## src/rtl/instr_fetch_queue_pkg.sv

```systemverilog
// Shared definitions for the instruction-fetch queue: word widths, the NOP
// word presented when the queue is empty, and the buffered entry layout.
package instr_fetch_queue_pkg;

    localparam int XLEN        = 32;
    localparam int IFQ_ENTRY_W = 3 * XLEN;

    // addi x0, x0, 0
    localparam logic [XLEN-1:0] RV_NOP = 32'h0000_0013;

    // One buffered fetch: the word plus the two PCs decode needs alongside it.
    typedef struct packed {
        logic [XLEN-1:0] pc;
        logic [XLEN-1:0] pc_plus4;
        logic [XLEN-1:0] instr;
    } ifq_entry_t;

    // What happens to a memory response in the cycle it arrives.
    typedef enum logic [1:0] {
        RSP_NONE,   // no response this cycle
        RSP_DROP,   // belongs to a request issued before a redirect
        RSP_PUSH,   // belongs to the current stream, buffer it
        RSP_ERR     // nothing was outstanding: memory protocol violation
    } rsp_action_e;

    // Sequential word address; wraps modulo 2^32.
    function automatic logic [XLEN-1:0] next_word_pc(input logic [XLEN-1:0] pc);
        return pc + XLEN'(4);
    endfunction

endpackage

```

## src/rtl/instr_fetch_queue_fifo.sv

```systemverilog
// DEPTH-entry circular buffer of fetched instructions. Pointers wrap at DEPTH
// (a power of two), occupancy is tracked explicitly so full and empty are
// distinguishable. Flush empties the buffer in one cycle.
module ifq_fifo
    import instr_fetch_queue_pkg::*;
#(
    parameter int DEPTH = 4
) (
    input  logic                   clk,
    input  logic                   rst,
    input  logic                   push_i,
    input  logic                   pop_i,
    input  logic                   flush_i,
    input  ifq_entry_t             push_entry_i,
    output ifq_entry_t             head_o,
    output logic [$clog2(DEPTH):0] count_o
);

    localparam int PW = $clog2(DEPTH);
    localparam int CW = PW + 1;
    localparam logic [CW-1:0] FULL = CW'(DEPTH);

    ifq_entry_t    mem_q [DEPTH];
    logic [PW-1:0] wr_ptr_q, wr_ptr_d;
    logic [PW-1:0] rd_ptr_q, rd_ptr_d;
    logic [CW-1:0] count_q, count_d;
    logic          do_push;
    logic          do_pop;

    // A pop needs data; a push needs room, which a same-cycle pop provides.
    assign do_pop  = pop_i && (count_q != '0);
    assign do_push = push_i && ((count_q != FULL) || do_pop);

    // Next pointer/occupancy; flush overrides any push or pop.
    always_comb begin
        // NOTE: every output of a combinational block gets a default first, so
        // no path leaves it unassigned and no latch is inferred.
        wr_ptr_d = wr_ptr_q;
        rd_ptr_d = rd_ptr_q;
        count_d  = count_q;
        if (flush_i) begin
            wr_ptr_d = '0;
            rd_ptr_d = '0;
            count_d  = '0;
        end else begin
            if (do_push) wr_ptr_d = wr_ptr_q + PW'(1);
            if (do_pop)  rd_ptr_d = rd_ptr_q + PW'(1);
            case ({do_push, do_pop})
                2'b10:   count_d = count_q + CW'(1);
                2'b01:   count_d = count_q - CW'(1);
                default: count_d = count_q;
            endcase
        end
    end

    // Pointer and occupancy registers with synchronous active-low reset.
    always_ff @(posedge clk) begin
        // NOTE: sequential state uses non-blocking assignments so every register
        // samples the pre-edge values regardless of statement order.
        if (!rst) begin
            wr_ptr_q <= '0;
            rd_ptr_q <= '0;
            count_q  <= '0;
        end else begin
            wr_ptr_q <= wr_ptr_d;
            rd_ptr_q <= rd_ptr_d;
            count_q  <= count_d;
        end
    end

    // Entry storage written on push.
    always_ff @(posedge clk) begin
        // NOTE: the storage array is deliberately not reset; count_q gates
        // whether any entry is visible, so stale contents are never consumed.
        if (do_push && !flush_i) begin
            mem_q[wr_ptr_q] <= push_entry_i;
        end
    end

    assign head_o  = mem_q[rd_ptr_q];
    assign count_o = count_q;

endmodule

```

## src/rtl/instr_fetch_queue.sv

```systemverilog
// Decoupled instruction-fetch front end. Issues in-order word fetches to a
// multi-cycle instruction memory, buffers returned words with their PCs, and
// presents the oldest one to decode. A redirect flushes the buffer and turns
// every outstanding request into one whose response will be discarded.
module instr_fetch_queue
    import instr_fetch_queue_pkg::*;
#(
    parameter int              DEPTH    = 4,
    parameter logic [XLEN-1:0] RESET_PC = 32'h0
) (
    input  logic            clk,
    input  logic            rst,
    output logic            mem_req_valid,
    output logic [XLEN-1:0] mem_req_addr,
    input  logic            mem_req_ready,
    input  logic            mem_rsp_valid,
    input  logic [XLEN-1:0] mem_rsp_data,
    input  logic            redirect_valid,
    input  logic [XLEN-1:0] redirect_pc,
    output logic            instr_valid,
    output logic [XLEN-1:0] instr,
    output logic [XLEN-1:0] instr_pc,
    output logic [XLEN-1:0] instr_pc_plus4,
    input  logic            instr_ready,
    output logic            protocol_err
);

    localparam int CW = $clog2(DEPTH) + 1;
    localparam int SW = CW + 2;

    logic [XLEN-1:0] fetch_pc_q, fetch_pc_d;
    logic [XLEN-1:0] rsp_pc_q,   rsp_pc_d;
    logic [CW-1:0]   live_q,     live_d;
    logic [CW-1:0]   stale_q,    stale_d;
    logic            perr_q,     perr_d;

    logic [CW-1:0]   fifo_count;
    ifq_entry_t      fifo_head;
    ifq_entry_t      push_entry;
    logic [SW-1:0]   issue_sum;
    logic            req_fire;
    logic            fifo_push;
    logic            fifo_pop;
    logic            rsp_consumed;
    rsp_action_e     rsp_action;

    // Every buffered, live or stale request holds one credit; together they
    // may not exceed DEPTH, so a kept response always finds room.
    assign issue_sum     = SW'(fifo_count) + SW'(live_q) + SW'(stale_q);
    assign mem_req_valid = rst && !redirect_valid && (issue_sum < SW'(DEPTH));
    assign mem_req_addr  = fetch_pc_q;
    assign req_fire      = mem_req_valid && mem_req_ready;

    // Classify an arriving response: stale ones go first because responses
    // return in request order and stale requests are older than live ones.
    always_comb begin
        rsp_action = RSP_NONE;
        if (mem_rsp_valid) begin
            if (stale_q != '0)     rsp_action = RSP_DROP;
            else if (live_q != '0) rsp_action = RSP_PUSH;
            else                   rsp_action = RSP_ERR;
        end
    end

    assign rsp_consumed = (rsp_action == RSP_DROP) || (rsp_action == RSP_PUSH);
    assign fifo_push    = (rsp_action == RSP_PUSH) && !redirect_valid;
    assign fifo_pop     = instr_valid && instr_ready && !redirect_valid;

    assign push_entry.pc       = rsp_pc_q;
    assign push_entry.pc_plus4 = next_word_pc(rsp_pc_q);
    assign push_entry.instr    = mem_rsp_data;

    // Next-state for PCs, request counters and the sticky error flag.
    always_comb begin
        fetch_pc_d = fetch_pc_q;
        rsp_pc_d   = rsp_pc_q;
        live_d     = live_q;
        stale_d    = stale_q;
        perr_d     = perr_q || (rsp_action == RSP_ERR);
        if (redirect_valid) begin
            // Everything still in flight becomes stale; a response arriving
            // this very cycle retires one of them.
            fetch_pc_d = redirect_pc;
            rsp_pc_d   = redirect_pc;
            live_d     = '0;
            stale_d    = stale_q + live_q - CW'(rsp_consumed);
        end else begin
            if (req_fire) fetch_pc_d = next_word_pc(fetch_pc_q);
            live_d = live_q + CW'(req_fire) - CW'(rsp_action == RSP_PUSH);
            if (rsp_action == RSP_DROP) stale_d = stale_q - CW'(1);
            if (rsp_action == RSP_PUSH) rsp_pc_d = next_word_pc(rsp_pc_q);
        end
    end

    // Front-end state registers with synchronous active-low reset.
    always_ff @(posedge clk) begin
        if (!rst) begin
            fetch_pc_q <= RESET_PC;
            rsp_pc_q   <= RESET_PC;
            live_q     <= '0;
            stale_q    <= '0;
            perr_q     <= 1'b0;
        end else begin
            fetch_pc_q <= fetch_pc_d;
            rsp_pc_q   <= rsp_pc_d;
            live_q     <= live_d;
            stale_q    <= stale_d;
            perr_q     <= perr_d;
        end
    end

    ifq_fifo #(
        .DEPTH (DEPTH)
    ) u_fifo (
        .clk          (clk),
        .rst          (rst),
        .push_i       (fifo_push),
        .pop_i        (fifo_pop),
        .flush_i      (redirect_valid),
        .push_entry_i (push_entry),
        .head_o       (fifo_head),
        .count_o      (fifo_count)
    );

    assign instr_valid    = (fifo_count != '0);
    assign instr          = instr_valid ? fifo_head.instr : RV_NOP;
    assign instr_pc       = fifo_head.pc;
    assign instr_pc_plus4 = fifo_head.pc_plus4;
    assign protocol_err   = perr_q;

endmodule

```

## config.mk

```make
export PLATFORM = sky130hd
export DESIGN_NAME = instr_fetch_queue
export DESIGN_NICKNAME = d
export VERILOG_FILES = /design/src/rtl/instr_fetch_queue_pkg.sv /design/src/rtl/instr_fetch_queue_fifo.sv /design/src/rtl/instr_fetch_queue.sv
export SDC_FILE = /design/constraint.sdc
export NUM_CORES = 1
export LEC_CHECK = 0
export CORE_AREA = 5 5 185 258
export CTS_CLUSTER_SIZE = 25
export DETAILED_ROUTE_END_ITERATION = 10
export DIE_AREA = 0 0 190 263
export GPL_TIMING_DRIVEN = 0
export PLACE_DENSITY = 0.61
export SLEW_MARGIN = 5
export SYNTH_ARGS = -nofsm -noshare
export SYNTH_HDL_FRONTEND = slang
export SYNTH_SLANG_ARGS = --single-unit
export TNS_END_PERCENT = 20
```

## constraint.sdc

```tcl
create_clock -name clk -period 4.64 [get_ports clk]
set_input_delay 0.928 -clock clk [delete_from_list [all_inputs] [get_ports clk]]
set_output_delay 0.928 -clock clk [all_outputs]
set_load 0.01 [all_outputs]
```

; Word level (Yosys, flattened, before mapping)
; Memories as Yosys holds them, arrays and structs flattened. A register that Yosys moved wholly into a read port is not among the register bits.
; Cells that the tools add are included.
; Widths: inputs -> output; s select.
[word_totals]
register_bits = 78
latch_bits = 0
mem_bits_rw = 384
rom_bits = 0
inputBits = 70
output_inout_bits = 131
mem_count = 1
[op_classes]
add_sub_neg = 13
mul = 0
div_mod_pow = 0
magnitude_cmp = 1
eq_ne = 6
shift = 0
muxes = 15
bitwise_logic = 1
reduce_logical = 21
[mem_list]
columns = name, words, word_bits, read_ports, rd_clocked_by_memory_dff, write_ports, line_no
row1 = u_fifo.mem_q, 4, 96, 1, 1, 1, instr_fetch_queue_fifo.sv:23  ; ifq_entry_t mem_q [DEPTH];
[ops]
columns = cell, n
row1 = $mux 32, 5
row2 = $add 32x3->32 const B, 2
row3 = $logic_and 1x1->1, 9
row4 = $reduce_bool 3->1, 3
row5 = $mux 2, 4
row6 = $reduce_bool 2->1, 4
row7 = $eq 2x2->1 const B, 3
row8 = $mux 3, 2
row9 = $pmux 3 s2, 1
row10 = $sub 3x1->3, 2
row11 = $sub 3x1->3 const B, 2
row12 = $add 4x3->5, 1
row13 = $lt 5x3->1 const B, 1
row14 = $add 2x1->2 const B, 2
row15 = $add 3x3->4, 1
row16 = $eq 2x1->1 const B, 2
row17 = $add 3x1->3, 1
row18 = $add 3x1->3 const B, 1
row19 = $add 3x3->3, 1
row20 = $logic_or 1x1->1, 3
row21 = $mux 1, 3
row22 = $ne 3x3->1 const B, 1
row23 = $reduce_or 2->1, 1
row24 = $logic_not 1->1, 1
row25 = $not 1->1, 1

; Longest topological paths before layout
[depth]
depth_word = 10
ltp_mapped = 16
ltp_nobuf = 15

; Modules after synthesis
; Synthesis repeated with hierarchy kept, for this count alone.
[hier_totals]
hier_cells = 1125
area_unflattened_um2 = 18933.2
[modules_own_cells]
columns = module, instances, cells_per_inst, area_each_um2, seq_area_each_um2
row1 = ifq_fifo, 1, 568, 14432.6, 11711.2
row2 = instr_fetch_queue, 1, 557, 4500.6, 1421.4

; Worst setup path after synthesis
; Ideal clock, no wire load.
[synth_timing]
path_kind = in2reg
startpoint = in mem_rsp_valid
endpoint = mem u_fifo.mem_q[1][0] in the netlist's numbering, enable pin
setup_time_ps = 463
arrival_time_ps = 3956
required_ps = 4177
slack_ps = 221
cell_stages = 4
path_cell_list = and3b_1 > nand2_1 > nor3_1 > and2_1
[synth_via]
elab_chain_cells = 7
[synth_rtl]
columns = element, line_no
row1 = "start, declared", instr_fetch_queue.sv:16  ; input logic mem_rsp_valid,
row2 = $mux 2, instr_fetch_queue.sv:58  ; if (mem_rsp_valid) begin
row3 = $eq 2x2->1, instr_fetch_queue.sv:66  ; assign fifo_push = (rsp_action == RSP_PUSH) && !redirect_valid;
row4 = $logic_and 1x1->1, instr_fetch_queue.sv:66
row5 = $logic_and 1x1->1, instr_fetch_queue_fifo.sv:32  ; assign do_push = push_i && ((count_q != FULL) || do_pop);
row6 = $logic_and 1x1->1, instr_fetch_queue_fifo.sv:75  ; if (do_push && !flush_i) begin
row7 = $mux 1, instr_fetch_queue_fifo.sv:75
row8 = $mux 1 (implied by the code), instr_fetch_queue_fifo.sv:76  ; mem_q[wr_ptr_q] <= push_entry_i;
row9 = "end, declared", instr_fetch_queue_fifo.sv:23
; Every way passes these cells.

; Worst setup path after layout
[layout_timing]
startpoint = reg live_q[1]
endpoint = reg live_q[2]
[layout_via]
elab_chain_cells = 7
word_cells_on_any_way = 12
classes_between = add/sub: 4 / order compare: 1 / eq/ne: 1 / mux: 3 / reduce/logical: 3
[layout_rtl]
columns = element, line_no
row1 = "start, declared", instr_fetch_queue.sv:33  ; logic [CW-1:0] live_q, live_d;
row2 = "start signal, assigned", instr_fetch_queue.sv:106  ; live_q <= live_d;
row3 = $add 3x3->4, instr_fetch_queue.sv:49  ; assign issue_sum = SW'(fifo_count) + SW'(live_q) + SW'(stale_q);
row4 = $add 4x3->5, instr_fetch_queue.sv:49
row5 = $lt 5x3->1, instr_fetch_queue.sv:50  ; assign mem_req_valid = rst && !redirect_valid && (issue_sum < SW'(DEPTH));
row6 = $logic_and 1x1->1, instr_fetch_queue.sv:50
row7 = $logic_and 1x1->1, instr_fetch_queue.sv:52  ; assign req_fire = mem_req_valid && mem_req_ready;
row8 = $add 3x1->3, instr_fetch_queue.sv:89  ; live_d = live_q + CW'(req_fire) - CW'(rsp_action == RSP_PUSH);
row9 = $sub 3x1->3 *, instr_fetch_queue.sv:89
; Mark *: on every way between the ends. The rest lies on a longest branch, timed or not.
; A chain may end at the register's enable or synchronous reset.

==> results.md <==
- Die W: 190 µm
- Endpoints failing hold: 0
- Endpoints failing setup: 0
- Cell with the most instances after synthesis: edfxtp_1
- Worst slew pin tran: 1.06 ns
- Antenna diode count: 0
- Syn nets: 1243
- Clk sink count: 456
- First-pass GRT wire length: 68800 µm
- CP Capture Type: flip-flop
- Final max-slew violation count: 0
- CTS Buf Count: 44
- Async set-reset flop share out of synthesis: 0%
- Residual DRC: 0
- Syn_area_per_cell: 16.3 µm²
- Register area share after synthesis: 68.9%
- # IOs: 201
- Area Overhead vs Synth: 23.3%
- Gr ovfl total: 0
- Vias: 11000
- Worst setup SP type: flip-flop
- Core area: 0.0450 mm²
- Dpl cell area: 0.0217 mm²
- Post-Syn Instances: 1150
- Non-Filler Instances: 2049
- Layout cells sized above 1: 14.4%
- Hold Path Class: reg2reg
- Clk_skew: 0.0249 ns
- Critical path's largest stage delay: 0.64 ns
- CP required: 5.06 ns
- CTS Hold Bufs: 0
- Tmin final: 4.43 ns
- Synth top area share: 60.3%
- Top cells by count, synth: 376 x edfxtp_1, 94 x mux4_2, 80 x dfxtp_1
- Period utilisation layout: 95.5%
- Critical-path cell list: inv_1 > fa_1 > nor2_1 > fa_1 > nor3b_1 > o211ai_1 > nor2_4 > inv_1 > buf_2 > ha_1 > inv_1 > ha_1 > fa_1 > xnor2_1 > xnor2_1 > nor2_1
- YS warnings: 0
- Worst Setup SP: live_q[1]
- Cell variety after synth: 63
- CP Max Fanout: 10
- Slowest CP cell: fa_1
- Vias per Instance: 5.37
- Pleak: 7.23 nW
- # Post-CTS Setup Buffers: 0
- Kind of critical path: reg2reg
- Port buffer count: 200
- Cells after DPL: 1969
- CTS root buffer: clkbuf_16
- Vias in the first global route: 11400
- WL/cell: 21.8 µm
- RePlAce Congestion: 0.881
- Max Buffers Root-to-Sink: 3
- First-pass DRT Iterations: 5
- Hold Crit Start: mem_req_addr[1]
- Initial antenna violation count: 0
- Status: finished clean
- Cell accounting for the most synthesized area: edfxtp_1
- Post-synth EDFFs: 376
- Final ANT Viol Nets: 0
- Skew-Pair Late Insertion Delay: 0.55 ns
- Ys flop type: edfxtp_1
- CTS tree: built
- Pin count of the biggest net entering global routing: 40
- Max Cap Violations: 0
- Synth area leaders: edfxtp_1 60%, mux4_2 11%, dfxtp_1 8.6%
- Fmax: 226 MHz
- Final instance area: 0.0231 mm²
- Max_slew headroom: 28.5%
- Die height: 263 µm
- H-tree Lvls: 2
- #FFs+latches synth: 456
- DRT iter0 DRCs: 601
- Post-synthesis cell area: 0.0187 mm²
- Worst Path Arrival: 4.85 ns
- RSZ-0062 raised after global routing: no
- FP Rows: 92
- Peak supply drop: 0.231 mV
- Fillers: 3770
- DP Wirelength: 30800 µm
- Fin util: 51.3%
- Clock-pin slew on the worst setup and hold paths: 0.07 ns
- All-Layer GR Usage: 17.8%
- Layout net count: 1497
- Die area: 0.0500 mm²
- Initial Util: 41.6%
- Reg2reg start: live_q[1]
- Routed WL: 44800 µm
- PD cells: 369 mW/mm²
[path summary, 6_finish.rpt]
path	to	slack (ns)	depth (start not counted)
hold reg to reg	mem_req_addr[1]	0.48	2
setup / recovery	live_q[2]	0.21	16
hold / removal	mem_req_addr[1]	0.48	2
setup reg to reg	live_q[2]	0.21	16
[layout make-up]
| class | count | area [µm²] | share of cell area, % |
|---|---|---|---|
| multi-input combinational | 601 | 5460 | 23.6 |
| sequential | 456 | 12900 | 55.9 |
| tap | 611 | 764 | 3.31 |
| inverter | 34 | 128 | 0.553 |
| clock buffer | 56 | 1210 | 5.23 |
| buffer | 59 | 267 | 1.15 |
| timing repair buffer | 208 | 2170 | 9.40 |
| clock inverter | 24 | 200 | 0.867 |
[per-stage QoR]
step	TNS [ns]	hold WS, ns	total power, mW	setup slack (ns)
6_report	0	0.484	8.53	0.211
5_1_grt	0	0.504	8.83	0.00260
4_1_cts	0	0.491	8.61	0.122
3_5_place_dp	0	0.481	5.11	0.00616
3_3_place_gp	-951.44	0.460	5.10	-2.56
2_1_floorplan	0	0.455	4.87	0.221
[layout by cell type, fill, tap and decap left out, types with 6 or more instances in the layout]
cell / instances
or2_2: 9
and4_1: 8
edfxtp_1: 376
and3_1: 11
a21oi_1: 52
buf_12: 7
nor2b_1: 30
nor3_1: 18
clkbuf_1: 45
xor2_1: 24
a31oi_1: 7
nor4_1: 18
ha_1: 17
xnor2_1: 45
clkbuf_16: 45
nand3_1: 31
dfxtp_1: 80
nand2_1: 58
clkinv_1: 9
o21ai_0: 34
buf_2: 9
inv_1: 34
or4_1: 8
nor2_1: 41
clkinv_2: 6
mux4_2: 94
o31ai_1: 6
fa_1: 6
clkdlybuf4s50_1: 200
nand4_1: 15
[critical path, delay by kind of cell, from the launching register on]
kind / cells / cell delay [ns]
simple gates: 4 / 0.71
flops: 1 / 0.38
xor+xnor: 2 / 0.32
buf+inv: 4 / 0.54
fa+ha+maj: 5 / 1.95
compound gates: 1 / 0.38
[routing by layer]
layer  GRT usage, %  vias up  share of wire, %
met5              0        -                 0
met4           5.83        0               3.0
met3           2.73       92               5.1
met2           30.5      372                50
met1           23.2     5553                42
li1               -     4986                 -
[registers in the layout, indices dropped and copies added (netlist names), named ones only]
signal           cells
live_q               3
mem_req_addr        32
protocol_err         1
rsp_pc_q            32
stale_q              3
u_fifo.count_o       3
u_fifo.mem_q       376
u_fifo.rd_ptr_q      2
u_fifo.wr_ptr_q      2
[where the power goes]
group / leakage, nW / switching (mW) / internal [mW]
combinational: 2.47 / 0.241 / 0.214
sequential: 4.08 / 0.0837 / 4.49
clock: 0.684 / 1.49 / 2.01
[cell families (layout without fill, tap and decap cells)]
kind of cell	Yosys count	in the layout	share of synthesized area (%)
buf+inv	93	381	2.10
xor+xnor	69	69	3.23
compound gates	129	129	4.08
mux	100	100	11.7
simple gates	280	280	8.28
fa+ha+maj	23	23	1.78
flops	456	456	68.9
[repair_timing]
item | 4_1_cts | 5_1_grt
endpoints found under the hold margin | 0 | 0
gates cloned | 0 | 0
endpoints found under the setup margin | 1 | 2
resized for setup | 1 | 3
Note: power is estimated with default switching activity, not from simulation.
